$ cat src/rtl/mmio_uart_tx_if.sv
// CPU data-memory bus slice seen by the memory-mapped UART transmitter.
// The CPU/top level drives the MEM-stage address and store data; the UART returns select and read data.
interface mmio_uart_tx_if;
    logic [31:0] addr;
    logic [31:0] wr_data;
    logic        we;
    logic        sel;
    logic [31:0] rd_data;

    modport master (
        output addr,
        output wr_data,
        output we,
        input  sel,
        input  rd_data
    );

    modport slave (
        input  addr,
        input  wr_data,
        input  we,
        output sel,
        output rd_data
    );
endinterface

$ cat src/rtl/mmio_uart_tx.sv
// Memory-mapped UART transmitter: store-fed TX FIFO serialized 8N1, LSB first.
// Define MMIO_UART_PARITY_EN to insert an even-parity bit (8E1 frames).
module mmio_uart_tx #(
    parameter int          CLK_HZ     = 100000000,
    parameter int          BAUD       = 115200,
    parameter int          FIFO_DEPTH = 16,
    parameter logic [31:0] BASE_ADDR  = 32'h0000_1000
) (
    input  logic           clk,
    input  logic           rst,
    mmio_uart_tx_if.slave  bus,
    output logic           txd,
    output logic           busy
);

    localparam int DIV   = CLK_HZ / BAUD;
    localparam int CNT_W = (DIV > 2) ? $clog2(DIV) : 1;
    localparam int PTR_W = $clog2(FIFO_DEPTH);
    localparam logic [CNT_W-1:0] LAST_CNT  = CNT_W'(DIV - 1);
    localparam logic [4:0]       DEPTH_CNT = 5'(FIFO_DEPTH);

`ifdef MMIO_UART_PARITY_EN
    typedef enum logic [2:0] {S_IDLE, S_START, S_DATA, S_PARITY, S_STOP} state_t;
`else
    typedef enum logic [1:0] {S_IDLE, S_START, S_DATA, S_STOP} state_t;
`endif

    logic [7:0]       mem [FIFO_DEPTH];
    logic [PTR_W-1:0] wr_ptr;
    logic [PTR_W-1:0] rd_ptr;
    logic [4:0]       count;
    logic             overflow;
    logic             full;
    logic             empty;
    logic [7:0]       head;

    logic             push_req;
    logic             push_ok;
    logic             drop;
    logic             clr_ovf;
    logic             pop;

    state_t           state, state_next;
    logic [CNT_W-1:0] baud_cnt, cnt_next;
    logic [2:0]       bit_idx, bit_next;
    logic [7:0]       shift, shift_next;
    logic             txd_next;
    logic             busy_next;
    logic             bit_end;
`ifdef MMIO_UART_PARITY_EN
    logic             par, par_next;
`endif

    logic             unused_bits;
    assign unused_bits = ^{bus.addr[1:0], bus.wr_data[31:8]};

    assign full  = (count == DEPTH_CNT);
    assign empty = (count == 5'd0);
    assign head  = mem[rd_ptr];

    assign bus.sel     = (bus.addr[31:3] == BASE_ADDR[31:3]);
    assign bus.rd_data = (bus.sel && bus.addr[2])
                         ? {23'd0, count, overflow, busy, empty, full}
                         : 32'd0;

    // A push into a full FIFO still lands when the FSM pops the head that same cycle.
    assign push_req = bus.we && bus.sel && !bus.addr[2];
    assign push_ok  = push_req && (!full || pop);
    assign drop     = push_req && full && !pop;
    assign clr_ovf  = bus.we && bus.sel && bus.addr[2] && bus.wr_data[3];

    always_ff @(posedge clk) begin
        if (push_ok) begin
            mem[wr_ptr] <= bus.wr_data[7:0];
        end
    end

    always_ff @(posedge clk or posedge rst) begin
        if (rst) begin
            wr_ptr   <= '0;
            rd_ptr   <= '0;
            count    <= 5'd0;
            overflow <= 1'b0;
        end else begin
            if (push_ok) begin
                wr_ptr <= wr_ptr + 1'b1;
            end
            if (pop) begin
                rd_ptr <= rd_ptr + 1'b1;
            end
            if (push_ok && !pop) begin
                count <= count + 5'd1;
            end else if (!push_ok && pop) begin
                count <= count - 5'd1;
            end
            if (clr_ovf) begin
                overflow <= 1'b0;
            end else if (drop) begin
                overflow <= 1'b1;
            end
        end
    end

    always_ff @(posedge clk or posedge rst) begin
        if (rst) begin
            state    <= S_IDLE;
            baud_cnt <= '0;
            bit_idx  <= 3'd0;
            shift    <= 8'd0;
            txd      <= 1'b1;
            busy     <= 1'b0;
`ifdef MMIO_UART_PARITY_EN
            par      <= 1'b0;
`endif
        end else begin
            state    <= state_next;
            baud_cnt <= cnt_next;
            bit_idx  <= bit_next;
            shift    <= shift_next;
            txd      <= txd_next;
            busy     <= busy_next;
`ifdef MMIO_UART_PARITY_EN
            par      <= par_next;
`endif
        end
    end

    assign bit_end = (baud_cnt == LAST_CNT);

    // txd is registered, so each transition loads the level of the state being entered.
    always_comb begin
        state_next = state;
        cnt_next   = baud_cnt + 1'b1;
        bit_next   = bit_idx;
        shift_next = shift;
        txd_next   = txd;
        busy_next  = busy;
        pop        = 1'b0;
`ifdef MMIO_UART_PARITY_EN
        par_next   = par;
`endif
        case (state)
            S_IDLE: begin
                cnt_next  = '0;
                txd_next  = 1'b1;
                busy_next = 1'b0;
                if (!empty) begin
                    pop        = 1'b1;
                    shift_next = head;
`ifdef MMIO_UART_PARITY_EN
                    par_next   = ^head;
`endif
                    state_next = S_START;
                    txd_next   = 1'b0;
                    busy_next  = 1'b1;
                end
            end
            S_START: begin
                if (bit_end) begin
                    state_next = S_DATA;
                    cnt_next   = '0;
                    bit_next   = 3'd0;
                    txd_next   = shift[0];
                end
            end
            S_DATA: begin
                if (bit_end) begin
                    cnt_next   = '0;
                    shift_next = {1'b0, shift[7:1]};
                    if (bit_idx == 3'd7) begin
`ifdef MMIO_UART_PARITY_EN
                        state_next = S_PARITY;
                        txd_next   = par;
`else
                        state_next = S_STOP;
                        txd_next   = 1'b1;
`endif
                    end else begin
                        bit_next = bit_idx + 3'd1;
                        txd_next = shift[1];
                    end
                end
            end
`ifdef MMIO_UART_PARITY_EN
            S_PARITY: begin
                if (bit_end) begin
                    state_next = S_STOP;
                    cnt_next   = '0;
                    txd_next   = 1'b1;
                end
            end
`endif
            S_STOP: begin
                if (bit_end) begin
                    cnt_next = '0;
                    if (!empty) begin
                        pop        = 1'b1;
                        shift_next = head;
`ifdef MMIO_UART_PARITY_EN
                        par_next   = ^head;
`endif
                        state_next = S_START;
                        txd_next   = 1'b0;
                    end else begin
                        state_next = S_IDLE;
                        txd_next   = 1'b1;
                        busy_next  = 1'b0;
                    end
                end
            end
            default: begin
                state_next = S_IDLE;
            end
        endcase
    end

endmodule

$ cat src/flat_wrapper.sv
// flat-port wrapper written by rule: the top's interface ports become plain ports
module mmio_uart_tx_flat 
#(
    parameter int          CLK_HZ     = 100000000,
    parameter int          BAUD       = 115200,
    parameter int          FIFO_DEPTH = 16,
    parameter logic [31:0] BASE_ADDR  = 32'h0000_1000
)
  (clk, rst, txd, busy, bus_addr, bus_wr_data, bus_we, bus_sel, bus_rd_data);
  mmio_uart_tx_if bus_i ();
  input  logic clk;
  input  logic rst;
  output logic txd;
  output logic busy;
  input wire logic [$bits(bus_i.addr)-1:0] bus_addr;
  input wire logic [$bits(bus_i.wr_data)-1:0] bus_wr_data;
  input wire logic [$bits(bus_i.we)-1:0] bus_we;
  output wire logic [$bits(bus_i.sel)-1:0] bus_sel;
  output wire logic [$bits(bus_i.rd_data)-1:0] bus_rd_data;
  assign bus_i.addr = bus_addr;
  assign bus_i.wr_data = bus_wr_data;
  assign bus_i.we = bus_we;
  assign bus_sel = bus_i.sel;
  assign bus_rd_data = bus_i.rd_data;
  mmio_uart_tx #(.CLK_HZ(CLK_HZ), .BAUD(BAUD), .FIFO_DEPTH(FIFO_DEPTH), .BASE_ADDR(BASE_ADDR)) u_core (.clk(clk), .rst(rst), .bus(bus_i), .txd(txd), .busy(busy));
endmodule
$ cat config.mk
export PLATFORM = sky130hd
export DESIGN_NAME = mmio_uart_tx_flat
export DESIGN_NICKNAME = d
export VERILOG_FILES = /design/src/rtl/mmio_uart_tx_if.sv /design/src/rtl/mmio_uart_tx.sv /design/src/flat_wrapper.sv
export SDC_FILE = /design/constraint.sdc
export NUM_CORES = 1
export LEC_CHECK = 0
export BUFFER_PORTS_ARGS = -buffer_cell sky130_fd_sc_hd__buf_2
export CORE_MARGIN = 1
export CORE_UTILIZATION = 40
export CTS_BUF_LIST = sky130_fd_sc_hd__clkbuf_2
export CTS_CLUSTER_SIZE = 20
export DETAILED_ROUTE_END_ITERATION = 8
export HOLD_SLACK_MARGIN = 0.12
export MAX_ROUTING_LAYER = met4
export PLACE_DENSITY = 0.7
export SYNTH_ARGS = -nofsm -noshare
export SYNTH_HDL_FRONTEND = slang
export SYNTH_SLANG_ARGS = --single-unit
export TNS_END_PERCENT = 10
$ cat constraint.sdc
create_clock -name clk -period 5.1 [get_ports clk]
set_input_delay 1.02 -clock clk [delete_from_list [all_inputs] [get_ports clk]]
set_output_delay 1.02 -clock clk [all_outputs]
set_load 0.005 [all_outputs]
==> flow_metrics.env, run 1 <==
export IMPL_reg2reg_slack_ns=1.45
export IMPL_dpl_hpwl_um=10200
export IMPL_drt_wl_total_um=14900
export IMPL_endpoint_kind="flip-flop"
export IMPL_synth_seq_cells=167
export IMPL_ioPinCount=102
export IMPL_outcome="finished, final reports clean"
export IMPL_fmax_mhz=274
export IMPL_cts_buffer_depth=2
export IMPL_cp_max_fo=12
export IMPL_die_w_um=140
export IMPL_switchingPower_w=0.000513
export IMPL_ys_flop_type="edfxtp_1"
export IMPL_synth_simple_gate_area_share_pct=8.99
export IMPL_synth_top_family_by_area="multiplexers"
export IMPL_wl_met3_um=632
export IMPL_gp_congestion=0.809
export IMPL_cp_start_kind="flip-flop"
export IMPL_power_density_nw_per_um2=265
export IMPL_io_buffers=52
export IMPL_holdBufCountCts=0
export IMPL_final_hold_violation_count=0
export IMPL_yosysWarnings=0
export IMPL_p_clk_share_pct=30.6
export IMPL_r2r_cells=14
export IMPL_start_util_pct=41.5
export IMPL_critical_path_class="flip-flop to flip-flop"
export IMPL_mostFrequentLayoutCells="128 x edfxtp_1, 52 x buf_2, 37 x dfrtp_1"
export IMPL_grt_setup_unrepaired="no"
export IMPL_num_vias=4383
export IMPL_synth_cells=506
export IMPL_synthXorXnorAreaFrac_pct=2.08
export IMPL_route_detailed_drc=0
export IMPL_p_seq_share_pct=67.3
export IMPL_async_reset_ff_share_pct=23.4
export IMPL_maxSlewViolCount=0
export IMPL_p_comb_share_pct=2.1
export IMPL_grt_max_degree=40
export IMPL_nets=650
export IMPL_die_height_um=140
export IMPL_postCtsSetupBuffers=0
export IMPL_num_rows=49
export IMPL_final_core_util_pct=45.0
export IMPL_synth_area_mux_share_pct=9.55
export IMPL_synth_compound_area_share_pct=7.23
export IMPL_relSlewSlack_pct=14.2
export IMPL_internal_power_w=0.00166
export IMPL_dieArea_um2=19500
export IMPL_fin_skew_ns=0.0306
export IMPL_r2r_end="u_core.count[4]$_DFFE_PP0P_"
export IMPL_hold_path_class="primary input to async pin"
export IMPL_setup_viol=0
export IMPL_layout_commonest_cell="edfxtp_1"
export IMPL_numCtsBuffers=17
export IMPL_arrival_ns=4.32
export IMPL_ant_nets=0
export IMPL_synth_seq_area_share_pct=63.6
export IMPL_clk_pin_slew_ns=0.24
export IMPL_worst_ep_required_time_ns=5.77
export IMPL_drt_met1_wl_um=6430
export IMPL_synthAdderAreaFrac_pct=3.40
export IMPL_grt_pass1_vias=4345
export IMPL_tritoncts="built"
export IMPL_drive_gt1_share_pct=22.4
export IMPL_fin_crit_ns=3.65
export IMPL_cts_resized=0
export IMPL_grt_ovfl_total=0
export IMPL_clk_latency_ns=0.74
export IMPL_vias_per_cell=5.43
export IMPL_track_usage_pct=16.5
export IMPL_syn_area_um2=7580
export IMPL_fin_tns_setup_ns=0
export IMPL_drtIter0Drc=324
export IMPL_r2r_start="u_core.baud_cnt[0]$_DFF_PP0_"
export IMPL_syn_area_per_cell_um2=15.0
export IMPL_cts_htree_levels=4
export IMPL_fin_crit_sh_pct=71.5
export IMPL_yosysUniqueCellTypes=54
export IMPL_top_layer="met4"
export IMPL_wl_met2_um=7550
export IMPL_p_leak_nw=3.28
export IMPL_area_delta_synth_final_pct=8.38
export IMPL_antenna_found_initial=1
export IMPL_cts_root_buf="clkbuf_2"
export IMPL_ir_drop_mv=0.135
export IMPL_synth_edff_count=128
export IMPL_cts_sinks=167
export IMPL_drv_cap=0
export IMPL_core_um2=18300
export IMPL_grt_pass1_wl_um=23300
export IMPL_dr_pass1_iters=5
export IMPL_drt_wirelength_per_cell_um=18.4
export IMPL_switching_share_pct=23.6
export IMPL_tightest_slew_ns=1.28
==> cells in the mapped netlist, types with 3 or more instances <==
library cell	n	share of area, %
edfxtp_1	128	51
dfrtp_1	38	13
mux2i_1	33	4.4
buf_4	28	2.8
a221oi_1	23	2.7
nor2_1	22	1.1
ha_1	19	3.1
inv_1	17	0.84
nand2_1	17	0.84
mux4_2	16	4.8
and3_1	13	1.1
nand3_1	13	0.86
xnor2_1	12	1.4
clkbuf_1	10	0.49
nor4_1	10	0.82
o21a_1	8	0.79
o21ai_0	8	0.53
nand4_1	7	0.58
nor3_1	7	0.46
a21oi_1	6	0.40
buf_2	6	0.40
o211ai_1	6	0.59
xor2_1	6	0.69
nor2b_1	5	0.41
and4_1	4	0.46
buf_6	4	0.59
mux2_2	3	0.45
nand2b_1	3	0.25
nor4b_4	3	0.94
==> layout make-up <==
cell class              count  area (µm²)
diodes                      2        5.00
flip-flops and latches    167        4820
fillers                  1574       10000
clock buffers              17        85.1
repair buffers             64         350
multi-input cells         295        2460
well taps                 229         287
clock inverters            15         148
inverters                  18        67.6
==> state kept, by name, indices dropped and copies added, names as in the netlist <==
name             flops
u_core.baud_cnt     10
u_core.overflow      1
u_core.txd           1
u_core.mem         128
u_core.rd_ptr        4
u_core.shift         8
u_core.bit_idx       3
u_core.wr_ptr        4
u_core.busy          1
u_core.count         5
u_core.state         2
==> logic make-up after synthesis <==
| logic type | after synthesis |
|---|---|
| flip-flops | 167 |
| adder cells (fa/ha/maj) | 20 |
| XOR/XNOR | 18 |
| AND/OR/NAND/NOR | 113 |
| AO/OA/AOI/OAI | 69 |
| buffers and inverters | 66 |
| other | 1 |
| multiplexers | 52 |
==> critical path, stage by stage (launching register included) <==
cell      delay [ns]
dfrtp_1         0.46
ha_1            0.23
nor4b_4         0.30
a41oi_2         0.19
o211ai_2        0.30
nand4b_4        0.28
inv_2           0.21
ha_1            0.24
inv_1           0.12
ha_1            0.30
nor2b_1         0.13
o21a_1          0.18
or3_1           0.30
a21oi_1         0.18
xor2_1          0.15
==> power by group through the flow <==
stage | Combinational (W) | Sequential (W) | Clock [W]
2_1_floorplan | 0.0000238 | 0.00149 | 0
3_3_place_gp | 0.0000436 | 0.00149 | 0
3_5_place_dp | 0.0000463 | 0.00149 | 0
4_1_cts | 0.0000464 | 0.00147 | 0.000686
5_1_grt | 0.0000520 | 0.00147 | 0.000737
6_report | 0.0000457 | 0.00147 | 0.000666
==> per-layer routing <==
layer,vias to the layer above,track usage [%]
met1,2209,19.9
li1,2032,-
met5,-,-
met3,20,2.96
met4,0,7.06
met2,122,27.3
==> per-stage QoR <==
stage	total power [W]	worst slack, ns	hold slack [ns]	cells	cell area, µm²
after global placement	0.00154	1.21	0.463	773	7980
final	0.00218	1.45	0.346	807	8220
after global routing	0.00226	1.23	0.337	807	8220
after CTS	0.00220	1.49	0.308	805	8220
after floorplan	0.00152	1.56	0.451	528	7670
after detailed placement	0.00154	1.12	0.479	773	7980
==> worst max-delay path by stage <==
stage	from	to	slack (ns)	cells past startpoint
after floorplan	bus_addr[14]	u_core.count[4]$_DFFE_PP0P_	1.56	13
after global placement	bus_addr[14]	u_core.count[4]$_DFFE_PP0P_	1.21	15
after detailed placement	bus_addr[14]	u_core.count[4]$_DFFE_PP0P_	1.12	15
after CTS	u_core.baud_cnt[0]$_DFF_PP0_	u_core.count[4]$_DFFE_PP0P_	1.49	14
after global routing	u_core.baud_cnt[0]$_DFF_PP0_	u_core.count[4]$_DFFE_PP0P_	1.23	14
final	u_core.baud_cnt[0]$_DFF_PP0_	u_core.count[4]$_DFFE_PP0P_	1.45	14
Power figures use the tool's default switching activity.
==> inputs of run 2 (changes only) <==
- ABC_AREA: not set -> 1
- PLACE_DENSITY: 0.7 -> 0.72
- clock period: 5.1 -> 3.3 ns (I/O delays scaled with it)
==> flow_metrics.env, run 2 <==
export IMPL_ant_nets=0
export IMPL_hold_end="u_core.wr_ptr[2]$_DFFE_PP0P_"
export IMPL_reg2reg_slack_ns=0.37
export IMPL_yosysWarnings=0
export IMPL_synth_area_leader_cell="edfxtp_1"
export IMPL_multi_input_area_um2=2580
export IMPL_mostFrequentLayoutCells="173 x nand2_1, 128 x edfxtp_1, 103 x nor2_1"
export IMPL_tightest_slew_ns=0.943
export IMPL_cp_start_kind="flip-flop"
export IMPL_cts_htree_levels=4
export IMPL_fin_crit_sh_pct=88.7
export IMPL_crit_buf_inv=3
export IMPL_fmax_mhz=342
export IMPL_clk_pin_slew_ns=0.25
export IMPL_critical_path_class="flip-flop to flip-flop"
export IMPL_top_regs="u_core.mem (128), u_core.baud_cnt (10), u_core.shift (8)"
export IMPL_die_w_um=142
export IMPL_drv_cap=0
export IMPL_cts_buffer_depth=2
export IMPL_ir_drop_mv=0.224
export IMPL_dieArea_um2=20300
export IMPL_num_vias=5545
export IMPL_hold_path_class="primary input to flip-flop"
export IMPL_layout_commonest_cell="nand2_1"
export IMPL_route_detailed_drc=0
export IMPL_cp_max_fo=7
export IMPL_grt_setup_unrepaired="no"
export IMPL_io_buffers=52
export IMPL_synth_seq_cells=167
export IMPL_relSlewSlack_pct=37.1
export IMPL_track_usage_pct=17.3
export IMPL_start_util_pct=41.5
export IMPL_num_rows=50
export IMPL_drtIter0Drc=408
export IMPL_place_ws_ns=0.233
export IMPL_worst_ep_required_time_ns=3.95
export IMPL_r2r_start="u_core.state[0]$_DFFE_PP0P_"
export IMPL_synth_top_area_share_pct=48.8
export IMPL_cpLargestDelayFamily="adder cells"
export IMPL_dpl_hpwl_um=10700
export IMPL_fin_crit_ns=2.93
export IMPL_syn_area_per_cell_um2=9.94
export IMPL_cp_slowest_stage_delay_ns=0.49
export IMPL_yosysUniqueCellTypes=38
export IMPL_register_area_um2=4820
export IMPL_holdPathStages=4
export IMPL_cts_root_buf="clkbuf_2"
export IMPL_final_core_util_pct=45.5
export IMPL_regMostFlops="u_core.mem"
export IMPL_largest_reg_flops=128
export IMPL_grt_pass1_wl_um=26000
export IMPL_cp_common_cell="inv_1"
export IMPL_fillCellCount=1806
export IMPL_final_hold_violation_count=0
export IMPL_crit_path_top_delay_cell="dfrtp_1"
export IMPL_post_synth_top_count_cell="nand2_1"
export IMPL_outcome="finished, final reports clean"
export IMPL_vias_per_cell=4.89
export IMPL_synthTopCellsByArea="edfxtp_1 49%, dfrtp_1 12%, nand2_1 8.2%"
export IMPL_area_delta_synth_final_pct=9.81
export IMPL_r2r_end="u_core.count[4]$_DFFE_PP0P_"
export IMPL_grt_max_degree=76
export IMPL_power_density_nw_per_um2=395
export IMPL_fin_skew_ns=0.0286
export IMPL_synth_edff_count=128
export IMPL_synth_cells=793
export IMPL_nets=947
export IMPL_netlist_top_cells_count="173 x nand2_1, 128 x edfxtp_1, 103 x nor2_1"
export IMPL_dr_pass1_iters=5
export IMPL_arrival_ns=3.57
export IMPL_fin_ws_ns=0.373
export IMPL_maxSlewViolCount=0
export IMPL_fin_tns_setup_ns=0
export IMPL_path_cells="inv_1 > ha_1 > inv_1 > nand3_1 > nand2_1 > inv_1 > ha_1 > fa_1 > o21ai_0 > a21oi_1 > xor2_1 > nand2_1 > o21ai_0"
export IMPL_p_leak_nw=3.60
export IMPL_cts_resized=0
export IMPL_clk_latency_ns=0.73
export IMPL_endpoint_kind="flip-flop"
export IMPL_min_delay_start="bus_addr[2]"
export IMPL_tritoncts="built"
export IMPL_ys_flop_type="edfxtp_1"
export IMPL_synth_seq_area_share_pct=61.1
export IMPL_die_height_um=142
export IMPL_drt_wl_total_um=15900
export IMPL_grt_pass1_vias=5153
export IMPL_drt_wirelength_per_cell_um=14.1
export IMPL_async_reset_ff_share_pct=23.4
export IMPL_core_um2=19000
export IMPL_syn_area_um2=7880
export IMPL_numCtsBuffers=17
export IMPL_antenna_found_initial=1
export IMPL_drive_gt1_share_pct=14.7
export IMPL_cts_sinks=167
export IMPL_setup_viol=0
export IMPL_gp_congestion=0.838
export IMPL_ioPinCount=102
export IMPL_grt_ovfl_total=0
export IMPL_r2r_cells=13
-- run 2: what timing repair did --
item,4_1_cts,5_1_grt
endpoints found under the setup margin,0,0
hold buffers,1,0
endpoints found under the hold margin,8,0
setup buffers,0,0
-- run 2: cell families after synthesis --
logic type | synth area share, %
and+or+nand+nor | 20.3
DFF | 61.1
buffers and inverters | 7.13
AOI/OAI and AO/OA | 6.87
adders and majority gates | 3.27
xor gates and xnor gates | 1.22
other | 0.0476
-- run 2: routing by layer --
metal  vias up  GRT usage [%]  share of wire (%)
met5         -              -                  0
met2       189           27.9                 48
li1       2744              -                  -
met1      2587           22.2                 44
met4         0           6.51                2.1
met3        25           2.69                5.2
-- run 2: worst register-to-register path, stage by stage (launching register included) --
cell     delay [ns]
dfrtp_1        0.49
inv_1          0.13
ha_1           0.30
inv_1          0.17
nand3_1        0.17
nand2_1        0.26
inv_1          0.10
ha_1           0.24
fa_1           0.42
o21ai_0        0.20
a21oi_1        0.10
xor2_1         0.14
nand2_1        0.05
o21ai_0        0.07
-- run 2: layout make-up --
cell class                 count  area share (%)
timing repair buffer          73            4.86
tap                          260            3.76
sequential                   167            55.7
inverter                      72            3.12
antenna                        1          0.0289
multi-input combinational    529            29.8
clock inverter                13            1.59
clock buffer                  19            1.10
-- run 2: power breakdown --
group	internal (W)	leakage (nW)	switching, W	total (W)
Sequential	0.00227	1.63	0.00000000000510	0.00227
Clock	0.000308	0.145	0.000768	0.00108
Combinational	0.0000237	1.83	0.0000569	0.0000805
-- run 2: how the worst max path moves through the flow --
stage	slack, ns	to	startpoint	depth (start not counted)
after floorplan	0.59	u_core.count[4]$_DFFE_PP0P_	bus_addr[10]	17
after global placement	0.27	u_core.count[4]$_DFFE_PP0P_	bus_addr[10]	17
after detailed placement	0.23	u_core.count[4]$_DFFE_PP0P_	bus_addr[10]	17
after CTS	0.38	u_core.count[4]$_DFFE_PP0P_	u_core.state[0]$_DFFE_PP0P_	13
after global routing	0.13	u_core.count[4]$_DFFE_PP0P_	u_core.state[0]$_DFFE_PP0P_	13
final	0.37	u_core.count[4]$_DFFE_PP0P_	u_core.state[0]$_DFFE_PP0P_	13
-- run 2: through the flow --
step           cell area [µm²]  cells  power, W  hold slack (ns)
4_1_cts                   8650   1133   0.00344            0.201
2_1_floorplan             7970    815   0.00235            0.449
6_report                  8660   1134   0.00342            0.252
3_5_place_dp              8410   1100   0.00239            0.466
3_3_place_gp              8410   1100   0.00239            0.464
5_1_grt                   8660   1134   0.00353            0.208
==> inputs of run 3 (changes only) <==
- ABC_AREA: 1 -> 0
==> flow_metrics.env, run 3 (synthesis results as in run 1) <==
export IMPL_area_delta_synth_final_pct=10.8
export IMPL_route_detailed_drc=0
export IMPL_maxSlewViolCount=0
export IMPL_nets=668
export IMPL_drtIter0Drc=283
export IMPL_fin_crit_sh_pct=92.9
export IMPL_clk_latency_ns=0.74
export IMPL_tritoncts="built"
export IMPL_clk_pin_slew_ns=0.23
export IMPL_top_regs="u_core.mem (128), u_core.baud_cnt (10), u_core.shift (8)"
export IMPL_layout_commonest_cell="edfxtp_1"
export IMPL_cp_max_fo=4
export IMPL_register_area_um2=4820
export IMPL_grt_ovfl_total=0
export IMPL_r2r_cells=14
export IMPL_cp_start_kind="flip-flop"
export IMPL_final_cell_count_no_fill=824
export IMPL_io_buffers=52
export IMPL_cts_sinks=167
export IMPL_crit_path_top_delay_cell="dfrtp_1"
export IMPL_cp_slowest_stage_delay_ns=0.48
export IMPL_grt_busiest_layer="met2"
export IMPL_die_w_um=140
export IMPL_critical_path_class="flip-flop to flip-flop"
export IMPL_worst_ep_required_time_ns=3.98
export IMPL_tightest_slew_ns=0.845
export IMPL_cp_common_cell="ha_4"
export IMPL_grtUsageMet1_pct=18.7
export IMPL_track_usage_pct=15.6
export IMPL_fillCellCount=1586
export IMPL_fin_crit_ns=3.06
export IMPL_core_um2=18300
export IMPL_antenna_found_initial=1
export IMPL_whs_ns=0.210
export IMPL_die_height_um=140
export IMPL_cts_buffer_depth=2
export IMPL_ioPinCount=102
export IMPL_cts_htree_levels=4
export IMPL_relSlewSlack_pct=43.6
export IMPL_final_core_util_pct=46.0
export IMPL_dpl_hpwl_um=9900
export IMPL_start_util_pct=41.5
export IMPL_num_rows=49
export IMPL_reg2reg_slack_ns=0.24
export IMPL_final_hold_violation_count=0
export IMPL_vias_per_cell=5.44
export IMPL_fin_skew_ns=0.0280
export IMPL_grt_max_degree=40
export IMPL_setup_viol=0
export IMPL_drt_wl_total_um=14000
export IMPL_dp_cells=787
export IMPL_mostFrequentLayoutCells="128 x edfxtp_1, 52 x buf_2, 37 x dfrtp_1"
export IMPL_drive_gt1_share_pct=24.9
export IMPL_globalRouteMet3Util_pct=2.62
export IMPL_holdPathStages=2
export IMPL_hold_path_class="primary input to flip-flop"
export IMPL_numCtsBuffers=17
export IMPL_gp_congestion=0.837
export IMPL_path_cells="ha_4 > nor4b_4 > a41oi_2 > o211ai_2 > nand4b_4 > inv_2 > ha_1 > inv_1 > ha_4 > nor2b_1 > o21a_1 > or3_1 > a21oi_2 > xor2_1"
export IMPL_grt_setup_unrepaired="no"
export IMPL_cts_root_buf="clkbuf_2"
export IMPL_drt_wirelength_per_cell_um=17.0
export IMPL_ant_nets=0
export IMPL_power_density_nw_per_um2=404
export IMPL_num_vias=4484
export IMPL_p_leak_nw=3.38
export IMPL_endpoint_kind="flip-flop"
export IMPL_grt_pass1_vias=4403
export IMPL_multi_input_area_um2=2490
export IMPL_arrival_ns=3.75
export IMPL_fmax_mhz=326
export IMPL_dieArea_um2=19500
export IMPL_grt_pass1_wl_um=22700
export IMPL_regMostFlops="u_core.mem"
export IMPL_fin_tns_setup_ns=0
export IMPL_grt_util_met2_pct=25.3
export IMPL_outcome="finished, final reports clean"
export IMPL_ir_drop_mv=0.235
export IMPL_dr_pass1_iters=7
export IMPL_drv_cap=0
export IMPL_largest_reg_flops=128
## run 3: cell count changes in the layout (fill, tap and decap cells not counted), moves of 13 or more
| cell | before | now |
|---|---|---|
| a21oi_1 | 36 | 5 |
| nor2_1 | 103 | 22 |
| mux4_2 | 0 | 16 |
| o21ai_0 | 48 | 8 |
| and3_1 | 0 | 13 |
| a221oi_1 | 0 | 23 |
| inv_1 | 65 | 17 |
| nand3_1 | 58 | 13 |
| nand2_1 | 173 | 17 |
| mux2i_1 | 0 | 33 |
## run 3: layout make-up
class / instances / share of cell area [%]
diodes: 1 / 0.0298
inverters: 18 / 0.804
clock buffers: 17 / 1.01
flip-flops and latches: 167 / 57.4
well taps: 229 / 3.41
multi-input cells: 295 / 29.6
clock inverters: 15 / 1.76
repair buffers: 82 / 5.96
## run 3: worst paths after layout
check,end,from
setup / recovery,u_core.count[4]$_DFFE_PP0P_,u_core.baud_cnt[0]$_DFF_PP0_
hold / removal,u_core.overflow$_DFFE_PP0P_,bus_addr[2]
setup reg to reg,u_core.count[4]$_DFFE_PP0P_,u_core.baud_cnt[0]$_DFF_PP0_
hold reg to reg,u_core.shift[7]$_DFFE_PP0P_,u_core.shift[7]$_DFFE_PP0P_
max in group asynchronous,u_core.rd_ptr[0]$_DFFE_PP0N_,rst
min in group asynchronous,u_core.state[0]$_DFFE_PP0P_,rst
## run 3: metrics by stage
| stage | setup WS, ns | cell area [µm²] | total power (W) |
|---|---|---|---|
| floorplan | 0.117 | 7670 | 0.00235 |
| global placement | 0.0925 | 8100 | 0.00237 |
| detailed placement | 0.0531 | 8100 | 0.00238 |
| finish | 0.235 | 8400 | 0.00339 |
| global route | 0.0211 | 8400 | 0.00352 |
| CTS | 0.0677 | 8340 | 0.00343 |
## run 3: worst max-delay path, delay by kind of cell (launching register included)
kind / cells / cell delay (ns)
xor gates and xnor gates: 1 / 0.14
adders and majority gates: 3 / 0.55
DFF: 1 / 0.48
and+or+nand+nor: 4 / 0.82
buffers and inverters: 2 / 0.19
AOI/OAI and AO/OA: 4 / 0.81
## run 3: metal layers
metal | vias to the layer above | routed length (µm)
li1 | 2069 | -
met1 | 2234 | 6080
met4 | 0 | 371
met2 | 156 | 7030
met3 | 25 | 539
met5 | - | 0
## run 3: what timing repair did
action,4_1_cts,5_1_grt
gates resized for setup,0,5
hold buffers,1,0
endpoints found under the hold margin,38,0
buffers inserted,0,3
setup endpoints to repair,0,1
## run 3: power by group
part / leakage, nW / switching, W / internal (W) / total (W)
Sequential: 1.63 / 0.00000000000552 / 0.00227 / 0.00227
Clock: 0.135 / 0.000713 / 0.000349 / 0.00106
Combinational: 1.62 / 0.0000480 / 0.0000205 / 0.0000685
